$ cat src/rtl/rc4_encryptor.sv
// RC4 encryptor: initialises and key-schedules a shared 256-byte S RAM, then
// runs PRGA over a plaintext ROM and writes plaintext ^ keystream into a
// ciphertext RAM. The control handshake (start/ready/finish) is shared with
// rc4_cracker.
//
// Every S RAM access takes its own state, so the single port is never shared.
// Reads wait one cycle before the data is captured. KSA takes 6 cycles per
// index and PRGA takes 9 cycles per byte.
module rc4_encryptor #(
  parameter int unsigned MSG_LEN = 32,
  parameter int unsigned ADDR_W  = 5
) (
  input  logic              clk,
  input  logic              reset,
  input  logic              start,
  input  logic [23:0]       key,
  output logic              ready,
  output logic              finish,
  output logic [7:0]        s_addr,
  output logic [7:0]        s_wdata,
  output logic              s_wren,
  input  logic [7:0]        s_rdata,
  output logic [ADDR_W-1:0] pt_addr,
  input  logic [7:0]        pt_rdata,
  output logic [ADDR_W-1:0] ct_addr,
  output logic [7:0]        ct_wdata,
  output logic              ct_wren
);

  localparam logic [ADDR_W-1:0] LP_LAST_K = ADDR_W'(MSG_LEN - 1);

  typedef enum logic [4:0] {
    ST_IDLE,
    ST_INIT,
    ST_K_RD_I,
    ST_K_CAP_I,
    ST_K_RD_J,
    ST_K_CAP_J,
    ST_K_WR_I,
    ST_K_WR_J,
    ST_P_RD_I,
    ST_P_CAP_I,
    ST_P_RD_J,
    ST_P_CAP_J,
    ST_P_WR_I,
    ST_P_WR_J,
    ST_P_RD_F,
    ST_P_CAP_F,
    ST_P_WR_CT,
    ST_DONE
  } state_t;

  state_t            r_state;
  state_t            w_state_nxt;

  logic [23:0]       r_key;
  logic [7:0]        r_i;
  logic [7:0]        r_j;
  logic [ADDR_W-1:0] r_k;
  logic [1:0]        r_kidx;   // i mod 3 during KSA
  logic [7:0]        r_si;
  logic [7:0]        r_sj;
  logic [7:0]        r_ct;
  logic [7:0]        w_kbyte;

  // Key byte selected by i mod 3: k[0] is the most significant byte.
  always_comb begin
    w_kbyte = r_key[7:0];
    case (r_kidx)
      2'd0:    w_kbyte = r_key[23:16];
      2'd1:    w_kbyte = r_key[15:8];
      default: w_kbyte = r_key[7:0];
    endcase
  end

  // State register.
  always_ff @(posedge clk) begin
    if (reset) begin
      r_state <= ST_IDLE;
    end else begin
      r_state <= w_state_nxt;
    end
  end

  // Next-state logic and memory-port outputs decoded from the current state.
  always_comb begin
    w_state_nxt = r_state;
    ready       = 1'b0;
    finish      = 1'b0;
    s_addr      = '0;
    s_wdata     = '0;
    s_wren      = 1'b0;
    pt_addr     = '0;
    ct_addr     = '0;
    ct_wdata    = '0;
    ct_wren     = 1'b0;
    case (r_state)
      ST_IDLE: begin
        ready = 1'b1;
        if (start) w_state_nxt = ST_INIT;
      end
      ST_INIT: begin
        s_addr  = r_i;
        s_wdata = r_i;
        s_wren  = 1'b1;
        if (r_i == 8'd255) w_state_nxt = ST_K_RD_I;
      end
      ST_K_RD_I: begin
        s_addr      = r_i;
        w_state_nxt = ST_K_CAP_I;
      end
      ST_K_CAP_I: w_state_nxt = ST_K_RD_J;
      ST_K_RD_J: begin
        s_addr      = r_j;
        w_state_nxt = ST_K_CAP_J;
      end
      ST_K_CAP_J: w_state_nxt = ST_K_WR_I;
      ST_K_WR_I: begin
        s_addr      = r_i;
        s_wdata     = r_sj;
        s_wren      = 1'b1;
        w_state_nxt = ST_K_WR_J;
      end
      ST_K_WR_J: begin
        s_addr      = r_j;
        s_wdata     = r_si;
        s_wren      = 1'b1;
        w_state_nxt = (r_i == 8'd255) ? ST_P_RD_I : ST_K_RD_I;
      end
      ST_P_RD_I: begin
        s_addr      = r_i;
        w_state_nxt = ST_P_CAP_I;
      end
      ST_P_CAP_I: w_state_nxt = ST_P_RD_J;
      ST_P_RD_J: begin
        s_addr      = r_j;
        w_state_nxt = ST_P_CAP_J;
      end
      ST_P_CAP_J: w_state_nxt = ST_P_WR_I;
      ST_P_WR_I: begin
        s_addr      = r_i;
        s_wdata     = r_sj;
        s_wren      = 1'b1;
        w_state_nxt = ST_P_WR_J;
      end
      ST_P_WR_J: begin
        s_addr      = r_j;
        s_wdata     = r_si;
        s_wren      = 1'b1;
        w_state_nxt = ST_P_RD_F;
      end
      ST_P_RD_F: begin
        // Post-swap s[i]+s[j] equals pre-swap r_si+r_sj, so no re-read is needed.
        s_addr      = r_si + r_sj;
        pt_addr     = r_k;
        w_state_nxt = ST_P_CAP_F;
      end
      ST_P_CAP_F: w_state_nxt = ST_P_WR_CT;
      ST_P_WR_CT: begin
        ct_addr     = r_k;
        ct_wdata    = r_ct;
        ct_wren     = 1'b1;
        w_state_nxt = (r_k == LP_LAST_K) ? ST_DONE : ST_P_RD_I;
      end
      ST_DONE: begin
        finish      = 1'b1;
        w_state_nxt = ST_IDLE;
      end
      default: w_state_nxt = ST_IDLE;
    endcase
  end

  // Datapath: the key latch, the i/j/k indices and the captured S and ciphertext bytes.
  always_ff @(posedge clk) begin
    if (reset) begin
      r_key  <= '0;
      r_i    <= '0;
      r_j    <= '0;
      r_k    <= '0;
      r_kidx <= '0;
      r_si   <= '0;
      r_sj   <= '0;
      r_ct   <= '0;
    end else begin
      case (r_state)
        ST_IDLE: begin
          if (start) begin
            r_key  <= key;
            r_i    <= '0;
            r_j    <= '0;
            r_k    <= '0;
            r_kidx <= '0;
          end
        end
        ST_INIT: r_i <= r_i + 8'd1;
        ST_K_CAP_I: begin
          r_si <= s_rdata;
          r_j  <= r_j + s_rdata + w_kbyte;
        end
        ST_K_CAP_J: r_sj <= s_rdata;
        ST_K_WR_J: begin
          r_kidx <= (r_kidx == 2'd2) ? 2'd0 : r_kidx + 2'd1;
          if (r_i == 8'd255) begin
            // PRGA starts from i=0 and increments i before the first read, so i is loaded as 1.
            r_i <= 8'd1;
            r_j <= '0;
          end else begin
            r_i <= r_i + 8'd1;
          end
        end
        ST_P_CAP_I: begin
          r_si <= s_rdata;
          r_j  <= r_j + s_rdata;
        end
        ST_P_CAP_J: r_sj <= s_rdata;
        ST_P_CAP_F: r_ct <= s_rdata ^ pt_rdata;
        ST_P_WR_CT: begin
          r_k <= r_k + 1'b1;
          r_i <= r_i + 8'd1;
        end
        default: ;
      endcase
    end
  end

endmodule

$ cat config.mk
export PLATFORM = sky130hd
export DESIGN_NAME = rc4_encryptor
export DESIGN_NICKNAME = d
export VERILOG_FILES = /design/src/rtl/rc4_encryptor.sv
export SDC_FILE = /design/constraint.sdc
export NUM_CORES = 1
export LEC_CHECK = 0
export CORE_MARGIN = 2
export CORE_UTILIZATION = 40
export CTS_CLUSTER_DIAMETER = 30
export DETAILED_ROUTE_END_ITERATION = 8
export PLACE_DENSITY = 0.61
export SYNTH_ARGS = -nofsm -noshare
export SYNTH_HDL_FRONTEND = slang
export SYNTH_SLANG_ARGS = --single-unit
$ cat constraint.sdc
create_clock -name clk -period 4.1 [get_ports clk]
set_input_delay 1.025 -clock clk [delete_from_list [all_inputs] [get_ports clk]]
set_output_delay 1.025 -clock clk [all_outputs]
set_load 0.02 [all_outputs]
; ---- Word level (Yosys, flattened, before mapping)
; Cells that the tools add are included.
[totals]
n_memories = 0
ram_bits = 0
input_bits = 43
rom_bits = 0
elab_cells = 85
latch_bits = 0
reg_bits = 76
[classes]
magnitude_cmp = 0
mux = 25
add_sub_neg = 6
n_reduce_logical = 20
n_eq_ne = 24
shift = 0
n_bitwise = 1
n_div = 0
multipliers = 0
[ops]
columns = operator, count
row1 = case mux 5 bit (17 select lines), 1
row2 = case mux 8 bit (3 select lines), 3
row3 = equality test 5 x 4 -> 1 bit (second input constant), 8
row4 = two-way mux 8 bit, 4
row5 = case mux 8 bit (4 select lines), 1
row6 = two-way mux 5 bit, 6
row7 = adder 8 bit, 3
row8 = equality test 5 x 3 -> 1 bit (second input constant), 4
row9 = case mux 8 bit (2 select lines), 1
row10 = equality test 5 bit (second input constant), 3
row11 = equality test 5 x 2 -> 1 bit (second input constant), 2
row12 = case mux 5 bit (2 select lines), 1
row13 = AND reduction 2 bit, 5
row14 = OR reduction 2 bit, 5
row15 = OR reduction 5 bit, 2
row16 = adder 8 x 1 -> 8 bit (second input constant), 1
row17 = equality test 8 bit (second input constant), 1
row18 = XOR 8 bit, 1
row19 = inequality test 2 bit (second input constant), 3
row20 = adder 5 x 1 -> 5 bit (second input constant), 1
row21 = equality test 5 x 1 -> 1 bit (second input constant), 1
row22 = logical NOT 5 bit, 1
row23 = two-way mux 1 bit, 4
row24 = two-way mux 2 bit, 2
row25 = other kinds (11), 12

; ---- Logic depth before layout (Yosys ltp)
[logic_depth]
depth_word = 4
depth_mapped = 13

; ---- Least setup slack after synthesis
; Ideal clock, no wire load.
[synth_path]
path_kind = input-to-reg
startpoint = input port s_rdata[0]
endpoint = register r_j[7]
setup_time_ps = 87
slack_ps = 478
path_stages = 12
t_required_ps = 4013
path_buffers = 0
t_arrival_ps = 3535
cell_sequence = ha_1 fa_1 a21o_1 a221o_1 a21oi_1 xnor2_1 ha_1 a211oi_1 a2bb2oi_1 xnor2_1 o21ba_2 o31ai_1
[synth_between]
elab_chain_len = 3
[synth_lines]
columns = element, line_no
row1 = "start, declared", 22  ; input logic [7:0] s_rdata,
row2 = adder 8 bit (*), "198, 213"
row3 = adder 8 bit, 198  ; r_j <= r_j + s_rdata + w_kbyte;
row4 = case mux 8 bit (4 select lines) (*), 185  ; case (r_state)
row5 = "end signal, assigned", 198
row6 = "end signal, assigned", 213  ; r_j <= r_j + s_rdata;
row7 = "end, declared", 58  ; logic [7:0] r_j;
; Every way passes the cells marked *; elsewhere a longest branch is shown, timed or not.
; A chain may end at the register's enable or synchronous reset.

; ---- Worst setup path after layout
; Ends and elaborated chain as after synthesis.

==> results.md <==
Logic synthesis:
- In this run the mean area of a mapped cell was 8.05 um^2.
- The synthesized design contains 0 enable-type register cells.
- By count the netlist is led by 94 x nand2_1, 76 x dfxtp_1, 63 x a21oi_1.
- The cell type contributing the most total cell area after synthesis is dfxtp_1.
- The register area share after synthesis is about 33%.
- The share of synthesized area in the top cell type comes to roughly a third.
- The number of register bits inferred by synthesis is 76.
- Among all flip-flop cells after synthesis, the most frequent one is dfxtp_1.
- Counting distinct cell types in the post-synthesis netlist gives 60.
- The most frequent cell after synthesis is nand2_1.
- For this run, asynchronously set or reset flops after synthesis account for 0%.
- The count of synthesis-stage warnings from yosys is 0.
- The cell count after synthesis came out at between 500 and 600.
- Ranked by total cell area, the synthesized netlist is headed by dfxtp_1 33%, nand2_1 7.6%, a21oi_1 6.8%, ha_1 6.4%, mux2i_1 5.8%.
- After synthesis the cells add up to ~4700 um^2.
- Synthesis produced a netlist with a net count of 648.

Power and ir drop:
- The areal power density over the cells is around 360 nW/um^2.
- Across the VDD grid, the largest voltage drop is about 0.0002 V.
- The static leakage is 2.32 nW.

Cells and area:
- From synthesis to final layout, the design area changed by 27.4%.
- The antenna diode count is 0.
- The proportion of layout cells with a drive suffix above 1 is 9.06%.
- The number of nets in the layout is between 700 and 800.
- Summing all flip-flop and latch instances after layout gives ~1500 um^2.
- The number of fillers in the final layout is between 1,000 and 1,500.
- The footprint of the multi-input gates is 2940 um^2.

GRT:
- Entering global routing, the biggest net connects 48 pins.
- The first global-routing pass estimated approximately 22,000 um of wire.
- The number of antenna violations at the first check in global routing is 0.
- Summed over all layers, the global routing overflow is 0.
- Global routing used 21.8% of the available tracks.
- The number of global-route vias before repair was ~4,300.

STA:
- The time the worst path needs with I/O delays and setup is roughly 3.9 ns.
- Setup repair after global routing left no endpoint under its margin.
- The final worst-path cycle share is roughly 95%.
- After layout, the worst setup slack is ~0.21 ns.
- Setup violations remaining at the end of the flow were counted as 0.
- On the final layout, the worst clock skew is 0.00921 ns.
- The number of pins exceeding their max-slew limit in the final report is 0.
- The number of hold violations in the final report is 0.
- The worst slew margin relative to its limit is between 30% and 40%.
- For the pin with the worst max-slew slack, the measured transition is 0.966 ns.
- Setup total negative slack on the finished layout was measured at 0 ns.
- Derived from the worst setup path, the maximum achievable clock frequency is 0.257 GHz.

Routing:
- After the first detailed-routing iteration, the DRC count stood at between 300 and 400.
- Before antenna repair, the detailed router went through 5 iterations.
- For this block, the routed nets add up to around 14,000 um of wire.
- Summing over every cut layer, the via total after detailed routing is between 4,000 and 5,000.
- The mean number of vias per cell is 5.52.
- In this run the remaining antenna-violating nets after routing total 0.
- Dividing the detail-routed wire length by the instance count gives between 15 and 20 um.
- The final routed DRC violation total is 0.

Floorplan:
- The die covers between 10,000 and 15,000 um^2.
- The site row count is 39.
- The number of placed I/O pins is 81.
- The vertical die dimension is 112 um.
- In this run the horizontal extent of the chip is approximately 110 um.
- The floorplan step defined a core boundary enclosing roughly 11,000 um^2.
- For this configuration, the core starts out at a cell density of between 40 and 50%.

Place:
- The post-place setup slack is -0.172 ns.
- Input and output buffers added on the ports amount to 80.
- The HPWL after detailed placement is around 10,000 um.
- The congestion estimate from routability-driven global placement came to about 0.96.

Worst hold path:
- In this run the worst hold path is classified as flip-flop to flip-flop.

Worst setup path:
- The data required time at the worst endpoint is roughly 4.4 ns.
- The worst setup path is launched from a primary input.
- The worst path buffer plus inverter count is 1.
- The arrival time reported for the critical path endpoint is a little over 4 ns.
- Along the worst path, the maximum fanout reaches 3.
- In this design, the largest share of critical-path delay is due to compound AO/OA/AOI/OAI gates.
- The setup path with the least slack is of type primary input to flip-flop.
- Walking the worst path, the cells encountered are clkdlybuf4s50_1 > ha_1 > fa_1 > a21o_1 > a221o_1 > a21oi_1 > xnor2_1 > ha_1 > a211oi_2 > a2bb2oi_1 > xnor2_1 > o21ba_2 > o31ai_1.
- For this run, the slowest stage of the critical path takes approximately 0.45 ns.
- The cell with the largest stage delay on the worst path is clkdlybuf4s50_1.
- The worst setup path is captured at a flip-flop.

Clocking:
- The cell sitting at the root of the clock tree is a clkbuf_16.
- In this run the deepest clock path goes through 2 buffers.
- In this run the post-CTS setup repair buffer count came out at 0.
- Once the clock tree was built, the resizer swapped 0 gates to a different size.
- The H-tree was split into 3 levels.
- Clock tree synthesis inserted a total of 9 buffers.
- Buffers inserted to repair hold after CTS numbered 0.
- The clock reaches the later pin of the worst-skew pair after around 0.34 ns.
- The TritonCTS clock tree is built.
- After clock tree synthesis, the clock-pin slew on the worst setup and hold paths is roughly 0.06 ns.
- The CTS sink count is 76.

Outcome:
- The flow ran to the end, and the final reports show no timing, DRC or antenna violations.

Run:
- The tool flagged a number of max-cap violations equal to 0.
## layer usage
layer	vias up	global-route usage (%)	part of all wire, %	wire, um
met3	16	3.05	4.8	657
met5	-	0	0	0
met4	0	6.91	1.6	223
li1	2211	-	-	-
met1	2091	29.0	45	6150
met2	126	36.7	48	6520
## logic make-up (layout without fill, tap and decap cells)
logic type / Yosys count / after routing / share of synthesized area, %
adders and majority gates: 27 / 27 / 7.74
xor gates and xnor gates: 27 / 27 / 5.08
and+or+nand+nor: 222 / 222 / 22.9
muxes: 28 / 28 / 6.05
buffers and inverters: 47 / 131 / 4.43
DFF: 76 / 76 / 32.7
AOI/OAI and AO/OA: 151 / 151 / 21.2
## sequential cells by signal (all words and copies together) (netlist names)
| register | count |
|---|---|
| r_k | 5 |
| r_j | 8 |
| r_key | 24 |
| r_state | 5 |
| r_ct | 8 |
| r_i | 8 |
| r_sj | 8 |
| r_kidx | 2 |
| r_si | 8 |
## stage by stage
| stage | instance area, um^2 | util [%] | total power, mW | hold slack (ns) | std cells |
|---|---|---|---|---|---|
| CTS | 5920 | 52.1 | 2.13 | 0.458 | 805 |
| floorplan | 4660 | - | 1.16 | 0.436 | 578 |
| global route | 5930 | 52.2 | 2.22 | 0.475 | 805 |
| finish | 5930 | 52.2 | 2.12 | 0.457 | 805 |
| global placement | 5630 | 49.5 | 1.31 | 0.446 | 789 |
| detailed placement | 5630 | 49.5 | 1.33 | 0.449 | 789 |
## power by group
group	total (mW)	switching, mW	internal, mW
Combinational	0.501	0.283	0.218
Sequential	0.816	0.0379	0.778
Clock	0.798	0.370	0.428
Total	2.12	0.692	1.42
## layout make-up
| cell class | instances | area share, % |
|---|---|---|
| multi-input combinational | 455 | 49.5 |
| sequential | 76 | 25.6 |
| timing repair buffer | 100 | 16.0 |
| clock buffer | 9 | 3.80 |
| tap | 143 | 3.02 |
| clock inverter | 7 | 1.12 |
| inverter | 15 | 0.949 |
## placed cells by master (no fill, tap or decap), types with 4 or more instances in the layout
| cell type | instances |
|---|---|
| a211oi_1 | 10 |
| a21o_1 | 7 |
| a21oi_1 | 63 |
| a222oi_1 | 12 |
| a311oi_1 | 7 |
| and2_1 | 21 |
| and3_1 | 5 |
| buf_4 | 20 |
| clkbuf_16 | 9 |
| clkdlybuf4s50_1 | 78 |
| dfxtp_1 | 76 |
| ha_1 | 24 |
| inv_1 | 14 |
| mux2i_1 | 27 |
| nand2_1 | 94 |
| nand2b_1 | 10 |
| nand3_1 | 7 |
| nor2_1 | 49 |
| nor2b_1 | 7 |
| nor3_1 | 4 |
| o21a_1 | 5 |
| o21ai_0 | 19 |
| xnor2_1 | 17 |
| xor2_1 | 10 |
## final timing paths
path,cells after the start,startpoint,end,slack (ns)
hold / removal,2,r_key[18]$_SDFFE_PP0P_,r_key[18]$_SDFFE_PP0P_,0.46
setup reg to reg,12,r_j[0]$_SDFFE_PP0P_,r_j[7]$_SDFFE_PP0P_,1.02
hold reg to reg,2,r_key[18]$_SDFFE_PP0P_,r_key[18]$_SDFFE_PP0P_,0.46
setup / recovery,13,s_rdata[0],r_j[7]$_SDFFE_PP0P_,0.21
## worst reg2reg max path, stage by stage, from the launching register on
cell and delay, ns:
dfxtp_1 0.35, ha_1 0.22, fa_1 0.38, a21o_1 0.18, a221o_1 0.32, a21oi_1 0.18
xnor2_1 0.17, ha_1 0.31, a211oi_2 0.24, a2bb2oi_1 0.10, xnor2_1 0.15, o21ba_2 0.20
o31ai_1 0.20
Power figures use the tool's default switching activity.
